==> src/rtl/lead_one_pkg.sv <==
// Shared helpers for the leading-one normaliser.
// Widths, bit reversal and group counting.
package lead_one_pkg;

  function automatic int clog2(input int v);
    int r;
    r = 0;
    while ((1 << r) < v) r++;
    return r;
  endfunction

  function automatic int ngroups(input int w, input int g);
    return (w + g - 1) / g;
  endfunction

  // Reverses the low w bits of x; upper bits come back zero.
  function automatic logic [63:0] bitrev(
    input logic [63:0] x,
    input int          w
  );
    logic [63:0] r;
    r = '0;
    for (int i = 0; i < 64; i++)
      if (i < w) r[i] = x[w-1-i];
    return r;
  endfunction

endpackage

==> src/rtl/lo_group_enc.sv <==
// MSB-first leading-zero encoder for one group.
// nz flags any set bit; lzc counts zeros above the first one.
module lo_group_enc
  import lead_one_pkg::*;
#(
  parameter  int GROUP = 8,
  localparam int LW    = (GROUP > 1) ? clog2(GROUP) : 1
) (
  input  logic [GROUP-1:0] d,
  output logic             nz,
  output logic [LW-1:0]    lzc
);

  logic found;

  always_comb begin
    lzc   = '0;
    found = 1'b0;
    for (int i = GROUP - 1; i >= 0; i--) begin
      if (!found && d[i]) begin
        lzc   = LW'(GROUP - 1 - i);
        found = 1'b1;
      end
    end
  end

  assign nz = |d;

endmodule

==> src/rtl/lead_one_norm.sv <==
// Two-stage leading-one detector and normaliser.
// Both search modes share one MSB-first datapath.
module lead_one_norm
  import lead_one_pkg::*;
#(
  parameter  int WIDTH = 25,
  parameter  int GROUP = 8,
  localparam int CNT_W = clog2(WIDTH)
) (
  input  logic             clk,
  input  logic             rst,
  input  logic             in_valid,
  output logic             in_ready,
  input  logic [WIDTH-1:0] in_data,
  input  logic             in_lsb_first,
  output logic             out_valid,
  input  logic             out_ready,
  output logic [CNT_W-1:0] out_pos,
  output logic             out_zero,
  output logic [WIDTH-1:0] out_norm,
  output logic             out_lsb_first
);

  localparam int NG = ngroups(WIDTH, GROUP);
  localparam int PW = NG * GROUP;
  localparam int LW = (GROUP > 1) ? clog2(GROUP) : 1;

  logic s1_load;
  logic s2_load;

  logic [WIDTH-1:0]        orient;
  logic [PW-1:0]           pad;
  logic [NG-1:0]           g_nz;
  logic [NG-1:0][LW-1:0]   g_lzc;

  logic                    s1_valid;
  logic [NG-1:0]           s1_nz;
  logic [NG-1:0][LW-1:0]   s1_lzc;
  logic [WIDTH-1:0]        s1_word;
  logic                    s1_lsb;

  logic [CNT_W-1:0]        pos_c;
  logic                    zero_c;
  logic [WIDTH-1:0]        shl_c;
  logic [WIDTH-1:0]        norm_c;

  assign s2_load  = ~out_valid | out_ready;
  assign s1_load  = ~s1_valid | s2_load;
  assign in_ready = s1_load;

  assign orient = in_lsb_first
                ? WIDTH'(bitrev(64'(in_data), WIDTH))
                : in_data;

  // Padding sits below the word so it is never reached first.
  always_comb begin
    pad = '0;
    pad[PW-1 -: WIDTH] = orient;
  end

  for (genvar g = 0; g < NG; g++) begin : g_grp
    lo_group_enc #(
      .GROUP (GROUP)
    ) u_enc (
      .d   (pad[PW-1-g*GROUP -: GROUP]),
      .nz  (g_nz[g]),
      .lzc (g_lzc[g])
    );
  end

  always_ff @(posedge clk) begin
    if (rst) begin
      s1_valid <= 1'b0;
      s1_nz    <= '0;
      s1_lzc   <= '0;
      s1_word  <= '0;
      s1_lsb   <= 1'b0;
    end else if (s1_load) begin
      s1_valid <= in_valid;
      if (in_valid) begin
        s1_nz   <= g_nz;
        s1_lzc  <= g_lzc;
        s1_word <= orient;
        s1_lsb  <= in_lsb_first;
      end
    end
  end

  // Lowest-index nonzero group wins, so scan downward.
  always_comb begin
    pos_c = '0;
    for (int g = NG - 1; g >= 0; g--)
      if (s1_nz[g])
        pos_c = CNT_W'(g * GROUP + int'(s1_lzc[g]));
  end

  assign zero_c = ~|s1_nz;
  assign shl_c  = s1_word << pos_c;
  assign norm_c = s1_lsb
                ? WIDTH'(bitrev(64'(shl_c), WIDTH))
                : shl_c;

  always_ff @(posedge clk) begin
    if (rst) begin
      out_valid     <= 1'b0;
      out_pos       <= '0;
      out_zero      <= 1'b0;
      out_norm      <= '0;
      out_lsb_first <= 1'b0;
    end else if (s2_load) begin
      out_valid <= s1_valid;
      if (s1_valid) begin
        out_pos       <= pos_c;
        out_zero      <= zero_c;
        out_norm      <= norm_c;
        out_lsb_first <= s1_lsb;
      end
    end
  end

endmodule

==> config.mk <==
export PLATFORM = sky130hd
export DESIGN_NAME = lead_one_norm
export DESIGN_NICKNAME = d
export VERILOG_FILES = /design/src/rtl/lead_one_pkg.sv /design/src/rtl/lo_group_enc.sv /design/src/rtl/lead_one_norm.sv
export SDC_FILE = /design/constraint.sdc
export NUM_CORES = 1
export LEC_CHECK = 0
export CAP_MARGIN = 20
export CORE_MARGIN = 8
export CORE_UTILIZATION = 60
export CTS_CLUSTER_SIZE = 28
export DETAILED_ROUTE_END_ITERATION = 7
export PLACE_DENSITY = 0.86
export SETUP_SLACK_MARGIN = 0.5
export SYNTH_ARGS = -nofsm -noshare
export SYNTH_HDL_FRONTEND = slang
export SYNTH_SLANG_ARGS = --single-unit
==> constraint.sdc <==
create_clock -name clk -period 6 [get_ports clk]
set_clock_uncertainty 0.1 [all_clocks]
set_input_delay 1.2 -clock clk [delete_from_list [all_inputs] [get_ports clk]]
set_output_delay 1.2 -clock clk [all_outputs]
set_load 0.01 [all_outputs]
-- Word level (Yosys, flattened, before mapping)
Cells that the tools add are included.
Widths: inputs -> output; s select.
- flip-flop bits (word level): 73
- output and inout port bits: 34
- word-level logic and storage cells: 116
- add/subtract/negate cells: 2
- shifts and indexed selects: 1
- muxes and demuxes: 48
- bitwise logic cells: 4
- reduce and logical (&&, ||, !) cells: 49
- operators with widths (cell ; number):
    $mux 25 ; 2
    $mux 3 ; 12
    $shl 25x5->25 ; 1
    $mux 1 ; 24
    $reduce_or 8->1 ; 3
    $logic_not 1->1 ; 22
    $logic_and 1x1->1 ; 21
    $mux 5 ; 4
    $mux 2 ; 6
    $add 4x3->5 const A ; 1
    $add 5x3->5 const A ; 1
    $reduce_and 2->1 ; 2
    $reduce_or 4->1 ; 1
    $not 1->1 ; 2
    $or 1x1->1 ; 2

-- Logic depth before layout (Yosys ltp)
Gate-level depths: netlist (run 1).
- depth after elaboration: 23
- mapped depth: 10
- depth with buffers taken out: 7

-- By module
Synthesis (run 1) repeated with hierarchy kept, for this count alone.
- cells, all modules: 644
- area, all modules: 4972.3 um^2
- by module, submodules not included (module ; times used ; cells each ; area each (um^2)):
    lead_one_norm ; 1 ; 592 ; 4642.0
    lo_group_enc ; 4 ; 13 ; 82.6

-- Worst setup path after synthesis (run 1)
No wires, ideal clock.
- path kind: input to output
- start: input port out_ready
- end: output port in_ready
- data arrival time: 1.556 ns
- data required time: 4.700 ns
- setup slack: 3.144 ns
- stages: 2
- path through: nor2b_1 > nand2_1
- cells in the longest elaborated chain, start to end: 2
- ends and longest elaborated chain (item ; line ; text):
    start: declaration ; lead_one_norm.sv:17 ; input logic out_ready,
    $or 1x1->1 ; lead_one_norm.sv:47 ; assign s2_load = ~out_valid | out_ready;
    $or 1x1->1 ; lead_one_norm.sv:48 ; assign s1_load = ~s1_valid | s2_load;
    end: declaration ; lead_one_norm.sv:13 ; output logic in_ready,
Every way passes these cells.

-- Final worst setup path (run 1)
Same ends and word-level chain as after synthesis.

==> results.toml, run 1 <==
[status]
status = "finished, final reports clean"

[worst_setup_path]
crit_arrival_ns = 2.61
slowest_delay_ns = 0.51
cp_cell_sequence = "clkdlybuf4s50_1, nor2b_1, nand2_1, clkdlybuf4s50_1"
crit_path_end_kind = "output pin"
reg2reg_depth = 7
cp_common_cell = "clkdlybuf4s50_1"
start_kind = "input pin"
cp_max_fo = 5
critical_path_class = "in -> out"
worstPathRequired_ns = 4.70
cp_slowest_cell = "clkdlybuf4s50_1"

[global_route]
antenna_found_initial = 0
grt_use_total_pct = 26.6
grt_max_degree = 63
grt_pass1_wl_um = 24000
grt_overflow = 0
first_global_vias = 4738

[timing]
fin_tns_setup_ns = 0
period_share_pct = 65.1
relSlewSlack_pct = 29.9
min_period_ns = 3.91
worstMarginPinSlew_ns = 1.05
setup_violations = 0
fmax_mhz = 256
rsz0062_at_grt = "no"
maxSlewViolCount = 0
hold_violations = 0

[floorplanning]
die_area_mm2 = 0.0109
die_w_um = 104
boundaryPins = 64
die_y_um = 104
coreArea_mm2 = 0.00765
rows = 32
initial_utilization_pct = 61.3

[synthesis]
synth_area_mm2 = 0.00469
ys_warn_count = 0
syn_nets = 634
netlist_instances = 604
syn_area_per_cell_um2 = 7.76
synth_edf_count = 0
synthFlopType = "dfxtp_1"
ys_async_sr_fraction_pct = 0
synth_seq_cells = 72
yosysSeqAreaShare_pct = 30.8
ys_types = 57

[placed_design]
dp_hpwl_um = 11100
dpl.cell_count = 730
gp_congestion = 0.987
io_buffers = 63

[finish]
area_growth_pct = 17.8
final_cells = 747
layout-drive-gt1-share_pct = 6.98
nets = 670
antenna_cells = 0

[cts]
cts_root_buf = "clkbuf_8"
ctsResizeCount = 0
htreeDepth = 3
cts_buffers = 9
cts.hold.buffers_added = 0
clockBufferDepth = 2
cts_tree = "done"
clock_latency_ns = 0.35
post_cts_buffers = 0
cts.sinks = 72
clk_pin_slew_ns = 0.08

[power]
p_leak_uw = 0.00213
combPwrFrac_pct = 29.2
cellPowerDensity_mw_per_mm2 = 237
switching_share_pct = 34.5
pwr-share-seq_pct = 41.1
p_int_uw = 855
ir_drop_uv = 187
p_clk_share_pct = 29.7
power.switching_uw = 450

[routing]
via_per_inst = 6.68
drt_iter0_markers = 464
antenna_left = 0
vias = 4990
routed_wl_um = 15000
drt_pass1_iterations = 7
drt-wirelength-per-cell_um = 20.1
drc = 0

[run]
drv_cap = 0

[worst_hold_path]
hold_class = "reg -> reg"
hold-path-cell-count = 2
==> state kept, by name, summed over array words and instances (netlist names) <==
signal and count:
s1_word 25, out_norm 25, s1_lzc 9, s1_nz 3
out_lsb_first 1, out_valid 1, s1_valid 1, s1_lsb 1
out_pos 5, out_zero 1
==> area by class of cell <==
cell class | instances | area [um^2]
multi-input cells | 473 | 3010
clock inverters | 6 | 70.1
well taps | 102 | 128
flip-flops and latches | 72 | 1440
clock buffers | 10 | 128
fillers | 620 | 2130
inverters | 12 | 45.0
repair buffers | 72 | 701
==> power by group through the flow <==
stage | registers (uW) | clock network, uW | logic (uW)
4_1_cts | 536 | 391 | 371
3_3_place_gp | 546 | 0 | 360
2_1_floorplan | 538 | 0 | 255
3_5_place_dp | 547 | 0 | 369
6_report | 537 | 388 | 381
5_1_grt | 540 | 410 | 410
==> cells by family (layout without fill, tap and decap cells) <==
family	Yosys count	count (layout)	share of synthesized area, %
simple gates	200	200	19.0
flops	72	72	30.8
mux	58	58	13.2
buf+inv	59	100	5.29
compound gates	215	215	31.8
==> placed cells by master (no fill, tap or decap), types with 6 or more instances in the layout <==
| cell | synthesis | layout |
|---|---|---|
| mux2_2 | 9 | 9 |
| a21o_1 | 9 | 9 |
| nand3_1 | 15 | 15 |
| clkbuf_8 | 0 | 9 |
| nor3_1 | 20 | 20 |
| mux2i_1 | 47 | 47 |
| nand2b_1 | 6 | 6 |
| nand2_1 | 58 | 58 |
| a22oi_1 | 16 | 16 |
| o22ai_1 | 13 | 13 |
| buf_4 | 0 | 8 |
| a31oi_1 | 7 | 7 |
| inv_1 | 11 | 11 |
| a21oi_1 | 51 | 50 |
| dfxtp_1 | 72 | 72 |
| a211oi_1 | 37 | 37 |
| a221oi_1 | 7 | 7 |
| o21ai_0 | 20 | 20 |
| nor2_1 | 75 | 75 |
| o31ai_1 | 6 | 6 |
| nor2b_1 | 7 | 7 |
| clkdlybuf4s50_1 | 0 | 61 |
==> layer usage <==
metal  global-route usage [%]  routed length, um  vias to the layer above
met3                     6.20               1320                       48
met2                     43.0               7210                      274
met5                        0                  0                        -
met1                     32.4               5980                     2324
li1                         -                  -                     2344
met4                     13.0                467                        0
==> final timing paths <==
| path | start | endpoint | slack [ns] |
|---|---|---|---|
| max | out_ready | in_ready | 2.09 |
| max reg2reg | s1_nz[1]$_SDFFE_PP0P_ | out_norm[14]$_SDFFE_PP0P_ | 2.43 |
| min reg2reg | out_norm[12]$_SDFFE_PP0P_ | out_norm[12]$_SDFFE_PP0P_ | 0.36 |
| min | out_norm[12]$_SDFFE_PP0P_ | out_norm[12]$_SDFFE_PP0P_ | 0.36 |
==> through the flow <==
step / hold slack [ns] / setup WS, ns / total power, uW / util [%] / cell area, um^2
finish: 0.360 / 2.09 / 1310 / 72.2 / 5520
global route: 0.381 / 2.00 / 1360 / 72.2 / 5520
CTS: 0.361 / 2.09 / 1300 / 71.9 / 5500
detailed placement: 0.350 / 2.09 / 915 / 69.3 / 5300
global placement: 0.343 / 2.12 / 906 / 69.3 / 5300
floorplan: 0.332 / 3.14 / 793 / - / 4690
==> critical path, delay by kind of cell <==
family / cells / cell delay, ns
AND/OR/NAND/NOR: 2 / 0.50
buffers and inverters: 2 / 0.91
==> cells in the mapped netlist, drive strengths merged, types with 2 or more instances <==
master / number / area, um^2
o311a: 2 / 20.0
mux2i: 47 / 470
a21boi: 3 / 22.5
a2bb2oi: 2 / 17.5
a31oi: 7 / 43.8
clkbuf: 34 / 128
mux4: 2 / 45.0
o21a: 4 / 30.0
o211a: 2 / 20.0
a21o: 9 / 67.6
a32oi: 2 / 17.5
mux2: 9 / 101
a221o: 4 / 40.0
o221ai: 3 / 26.3
nor3b: 3 / 22.5
and3: 3 / 18.8
buf: 13 / 75.1
nand4: 2 / 12.5
o31ai: 6 / 45.0
nor2b: 7 / 43.8
or4: 2 / 15.0
o22ai: 13 / 81.3
o32ai: 3 / 26.3
nand2b: 6 / 37.5
nor3: 20 / 100
a22o: 4 / 35.0
a211oi: 37 / 278
a22oi: 16 / 120
o211ai: 4 / 30.0
a221oi: 7 / 61.3
nand2: 58 / 218
inv: 11 / 41.3
o21ai: 21 / 116
a311oi: 4 / 35.0
or2: 2 / 12.5
nand3: 15 / 75.1
nand3b: 3 / 22.5
a211o: 4 / 35.0
a21oi: 52 / 264
nor2: 76 / 288
dfxtp: 72 / 1440
Power figures use the tool's default switching activity.
==> run 2, diff against run 1 <==
CORE_UTILIZATION = 56   (was 60)
PLACE_DENSITY = 0.81   (was 0.86)
clock period = 3.65 ns   (was 6 ns; I/O delays follow)
==> results.toml, run 2 (synthesis results as in run 1) <==
[power]
ir_drop_uv = 229
p_int_uw = 1490
p_leak_uw = 0.00219
combPwrFrac_pct = 28.9
p_clk_share_pct = 31.7
pwr-share-seq_pct = 39.4
cellPowerDensity_mw_per_mm2 = 397
power.switching_uw = 749
finalPower_uw = 2240
switching_share_pct = 33.5

[worst_setup_path]
reg2reg_depth = 8
cp-startpoint = "s1_nz[1]$_SDFFE_PP0P_"
worstPathRequired_ns = 3.79
r2r_end = "out_norm[14]$_SDFFE_PP0P_"
cp_max_fo = 26
endpoint = "out_norm[14]$_SDFFE_PP0P_"
start_kind = "flop"
timing.rr.start = "s1_nz[1]$_SDFFE_PP0P_"
crit_path_end_kind = "flop"
crit_arrival_ns = 3.19
critical_path_class = "reg -> reg"
rrSetupSlack_ns = 0.60

[cts]
cts.hold.buffers_added = 0
htreeDepth = 3
cts_tree = "done"
clock_latency_ns = 0.36
cts.sinks = 72
cts_root_buf = "clkbuf_8"
cts_buffers = 9
clk_pin_slew_ns = 0.08
clockBufferDepth = 2

[timing]
worstMarginPinSlew_ns = 0.916
maxSlewViolCount = 0
setup_violations = 0
hold_violations = 0
fmax_mhz = 327
fin_tns_setup_ns = 0
rsz0062_at_grt = "no"
relSlewSlack_pct = 38.9
min_period_ns = 3.05
period_share_pct = 83.7

[routing]
vias = 4939
via_per_inst = 6.50
antenna_left = 0
routed_wl_um = 15000
drt_pass1_iterations = 5
drc = 0
drt-wirelength-per-cell_um = 19.7
drt_iter0_markers = 390

[finish]
antenna_cells = 0
top_regs = "out_norm (25), s1_word (25), s1_lzc (9)"
final_common_cell = "nor2_1"
final_cells = 760
seq_area_mm2 = 0.00144
nets = 680
n_fill_cell = 695
layout-drive-gt1-share_pct = 9.01
mostFrequentLayoutCells = "nor2_1, dfxtp_1, clkdlybuf4s50_1, nand2_1, a21oi_1"
final_area_mm2 = 0.00564
utilization_pct = 68.9
multi_input_area_mm2 = 0.00302
area_growth_pct = 20.3

[placed_design]
gp_congestion = 0.990
io_buffers = 63
dp_hpwl_um = 11500
dpl.cell_count = 744
placed_area_mm2 = 0.00540

[floorplanning]
die_area_mm2 = 0.0116
initial_utilization_pct = 57.3
die_y_um = 107
rows = 33
coreArea_mm2 = 0.00818
boundaryPins = 64
die_w_um = 107

[status]
status = "finished, final reports clean"

[global_route]
grt_max_degree = 62
first_global_vias = 4729
antenna_found_initial = 0
grt_use_total_pct = 25.9
grt_pass1_wl_um = 24200
grt_overflow = 0

[run]
drv_cap = 0

[worst_hold_path]
hp-start = "out_pos[0]$_SDFFE_PP0P_"
hold_class = "reg -> reg"
==> run 2: cell types whose count changed in the layout (fill, tap and decap cells not counted), moves of 2 or more <==
cell	previous run	this run
dfxtp_1	72	70
clkinv_4	4	1
buf_4	8	17
dfxtp_2	0	2
==> run 2: worst max-delay path, cell delays in order, from the launching register on <==
cell and delay [ns]:
dfxtp_2 0.46, and3b_4 0.25, o21ai_4 0.29, buf_6 0.30
mux2i_1 0.31, mux2i_1 0.15, mux2_2 0.33, mux4_2 0.49
a22o_1 0.25
==> run 2: power groups by stage <==
stage               logic, uW  clock network, uW  registers (uW)
floorplan                 419                  0             884
global placement          619                  0             896
detailed placement        629                  0             897
CTS                       634                715             879
global route              699                751             887
finish                    646                710             881
==> run 2: worst min path at each step <==
stage	cells past startpoint	slack [ns]	to
global placement	2	0.34	out_norm[12]$_SDFFE_PP0P_
floorplan	2	0.33	s1_lzc[7]$_SDFFE_PP0P_
finish	2	0.36	out_pos[0]$_SDFFE_PP0P_
CTS	2	0.36	out_pos[0]$_SDFFE_PP0P_
global route	2	0.38	out_pos[0]$_SDFFE_PP0P_
detailed placement	2	0.35	out_pos[0]$_SDFFE_PP0P_
==> run 2: what timing repair did <==
action	CTS	global route
gates resized for setup	1	4
gates cloned	0	0
setup buffers	0	0
setup endpoints to repair	2	13
==> run 2: layer usage <==
metal | global-route usage, % | wire, um
met2 | 43.3 | 7120
met1 | 30.5 | 6280
met3 | 5.15 | 918
met5 | 0 | 0
met4 | 14.5 | 645
==> run 2: per-stage QoR <==
step,worst slack (ns),hold WS [ns]
final,0.596,0.356
after global routing,0.526,0.379
after CTS,0.524,0.360
after detailed placement,0.462,0.348
after global placement,0.517,0.340
after floorplan,1.16,0.332
==> run 2: area by class of cell <==
type / instances / area share, %
clock inverters: 6 / 1.64
well taps: 105 / 2.33
inverters: 12 / 0.799
flip-flops and latches: 72 / 25.6
repair buffers: 82 / 13.8
multi-input cells: 473 / 53.5
clock buffers: 10 / 2.26
==> run 3, diff against run 2 <==
clock period = 2.9 ns   (was 3.65 ns; I/O delays follow)
==> results.toml, run 3 (synthesis results as in run 1) <==
[finish]
seq_area_mm2 = 0.00145
utilization_pct = 77.2
multi_input_area_mm2 = 0.00327
top_regs = "out_norm (25), s1_word (25), s1_lzc (9)"
layout-drive-gt1-share_pct = 21.1
area_growth_pct = 34.6
final_common_cell = "nor2_1"
antenna_cells = 0
nets = 721
n_fill_cell = 583
final_cells = 801
mostFrequentLayoutCells = "nor2_1, dfxtp_1, clkdlybuf4s50_1, nand2_1, buf_4"

[placed_design]
gp_congestion = 1.04
dp_hpwl_um = 12100
dpl.cell_count = 764
io_buffers = 63

[routing]
vias = 5267
drt_iter0_markers = 463
drt_pass1_iterations = 5
antenna_left = 0
via_per_inst = 6.58
routed_wl_um = 16900
drc = 0
drt-wirelength-per-cell_um = 21.0

[worst_setup_path]
cp_slowest_cell = "mux4_2"
crit_buf_inv = 2
crit_path_end_kind = "flop"
cp_cell_sequence = "and3b_4, o21ai_4, buf_6, buf_12, a211oi_4, a21oi_2, mux2_4, mux4_2, a22o_1"
critical_path_class = "reg -> reg"
start_kind = "flop"
cp_max_fo = 6
crit_arrival_ns = 2.67
path_delay_family = "multiplexers"
slowest_delay_ns = 0.47
worstPathRequired_ns = 3.06

[cts]
clk_pin_slew_ns = 0.09
cts.sinks = 72
cts_buffers = 9
cts_tree = "done"
htreeDepth = 3
clock_latency_ns = 0.36
clockBufferDepth = 2
cts.hold.buffers_added = 0
cts_root_buf = "clkbuf_8"

[timing]
setup_violations = 0
relSlewSlack_pct = 46.2
min_period_ns = 2.50
fmax_mhz = 400
maxSlewViolCount = 0
rsz0062_at_grt = "yes"
period_share_pct = 86.2
fin_tns_setup_ns = 0
worstMarginPinSlew_ns = 0.804
hold_violations = 0

[global_route]
use_met3_pct = 5.03
grt_most_used_layer = "met2"
antenna_found_initial = 0
grt.met1_usage_pct = 33.9
grt_use_total_pct = 29.1
met2_usage_pct = 47.8
first_global_vias = 5130
grt_overflow = 0
grt_max_degree = 60
grt_pass1_wl_um = 26800

[floorplanning]
die_area_mm2 = 0.0116
die_y_um = 107
die_w_um = 107
rows = 33
initial_utilization_pct = 57.3
boundaryPins = 64
coreArea_mm2 = 0.00818

[status]
status = "finished, final reports clean"

[power]
p_leak_uw = 0.00244
cellPowerDensity_mw_per_mm2 = 488
ir_drop_uv = 283

[run]
drv_cap = 0

[worst_hold_path]
hold_class = "reg -> reg"
## run 3: changes by cell type in the layout (fill, tap and decap cells not counted), sizes merged
cell | before | now
inv | 12 | 13
clkinvlp | 1 | 0
clkinv | 3 | 4
buf | 21 | 61
clkdlybuf4s15 | 0 | 1
clkdlybuf4s50 | 61 | 60
## run 3: worst paths after layout
kind | start | end | cells past startpoint | slack (ns)
setup / recovery | s1_nz[1]$_SDFFE_PP0P_ | out_norm[14]$_SDFFE_PP0P_ | 9 | 0.40
hold / removal | out_lsb_first$_SDFFE_PP0P_ | out_lsb_first$_SDFFE_PP0P_ | 2 | 0.36
setup reg to reg | s1_nz[1]$_SDFFE_PP0P_ | out_norm[14]$_SDFFE_PP0P_ | 9 | 0.40
hold reg to reg | out_lsb_first$_SDFFE_PP0P_ | out_lsb_first$_SDFFE_PP0P_ | 2 | 0.36
## run 3: repair_timing
item / in CTS / in global routing
endpoints found under the setup margin: 26 / 27
pin swaps: 6 / 16
gates cloned: 1 / 1
resized for setup: 36 / 41
setup buffers: 11 / 8
## run 3: layer usage
metal | wire [um] | up-vias
li1 | - | 2453
met1 | 6700 | 2488
met2 | 8000 | 260
met3 | 1200 | 66
met4 | 946 | 0
met5 | 0 | -
## run 3: layout make-up
cell class | instances | share of cell area [%]
inverters | 12 | 0.714
repair buffers | 123 | 18.7
clock buffers | 9 | 1.96
flip-flops and latches | 72 | 23.0
multi-input cells | 473 | 51.9
well taps | 105 | 2.08
clock inverters | 7 | 1.63
## run 3: report_power, final
part | internal, uW | switching (uW) | total (uW)
Combinational | 466 | 557 | 1020
Clock | 495 | 445 | 941
Sequential | 1050 | 67.1 | 1120
## run 3: worst min-delay path, delay by kind of cell, from the launching register on
family | cells | cell delay [ns]
simple gates | 1 | 0.05
flops | 1 | 0.32
compound gates | 1 | 0.05
## run 3: through the flow
stage | hold slack (ns) | setup slack, ns | area (um^2) | total power [uW]
floorplan | 0.332 | 0.440 | 4700 | 1640
global placement | 0.347 | 0.232 | 5580 | 1950
detailed placement | 0.352 | 0.156 | 5580 | 1970
CTS | 0.363 | 0.425 | 6070 | 2970
global route | 0.391 | 0.296 | 6310 | 3190
finish | 0.362 | 0.399 | 6310 | 3080
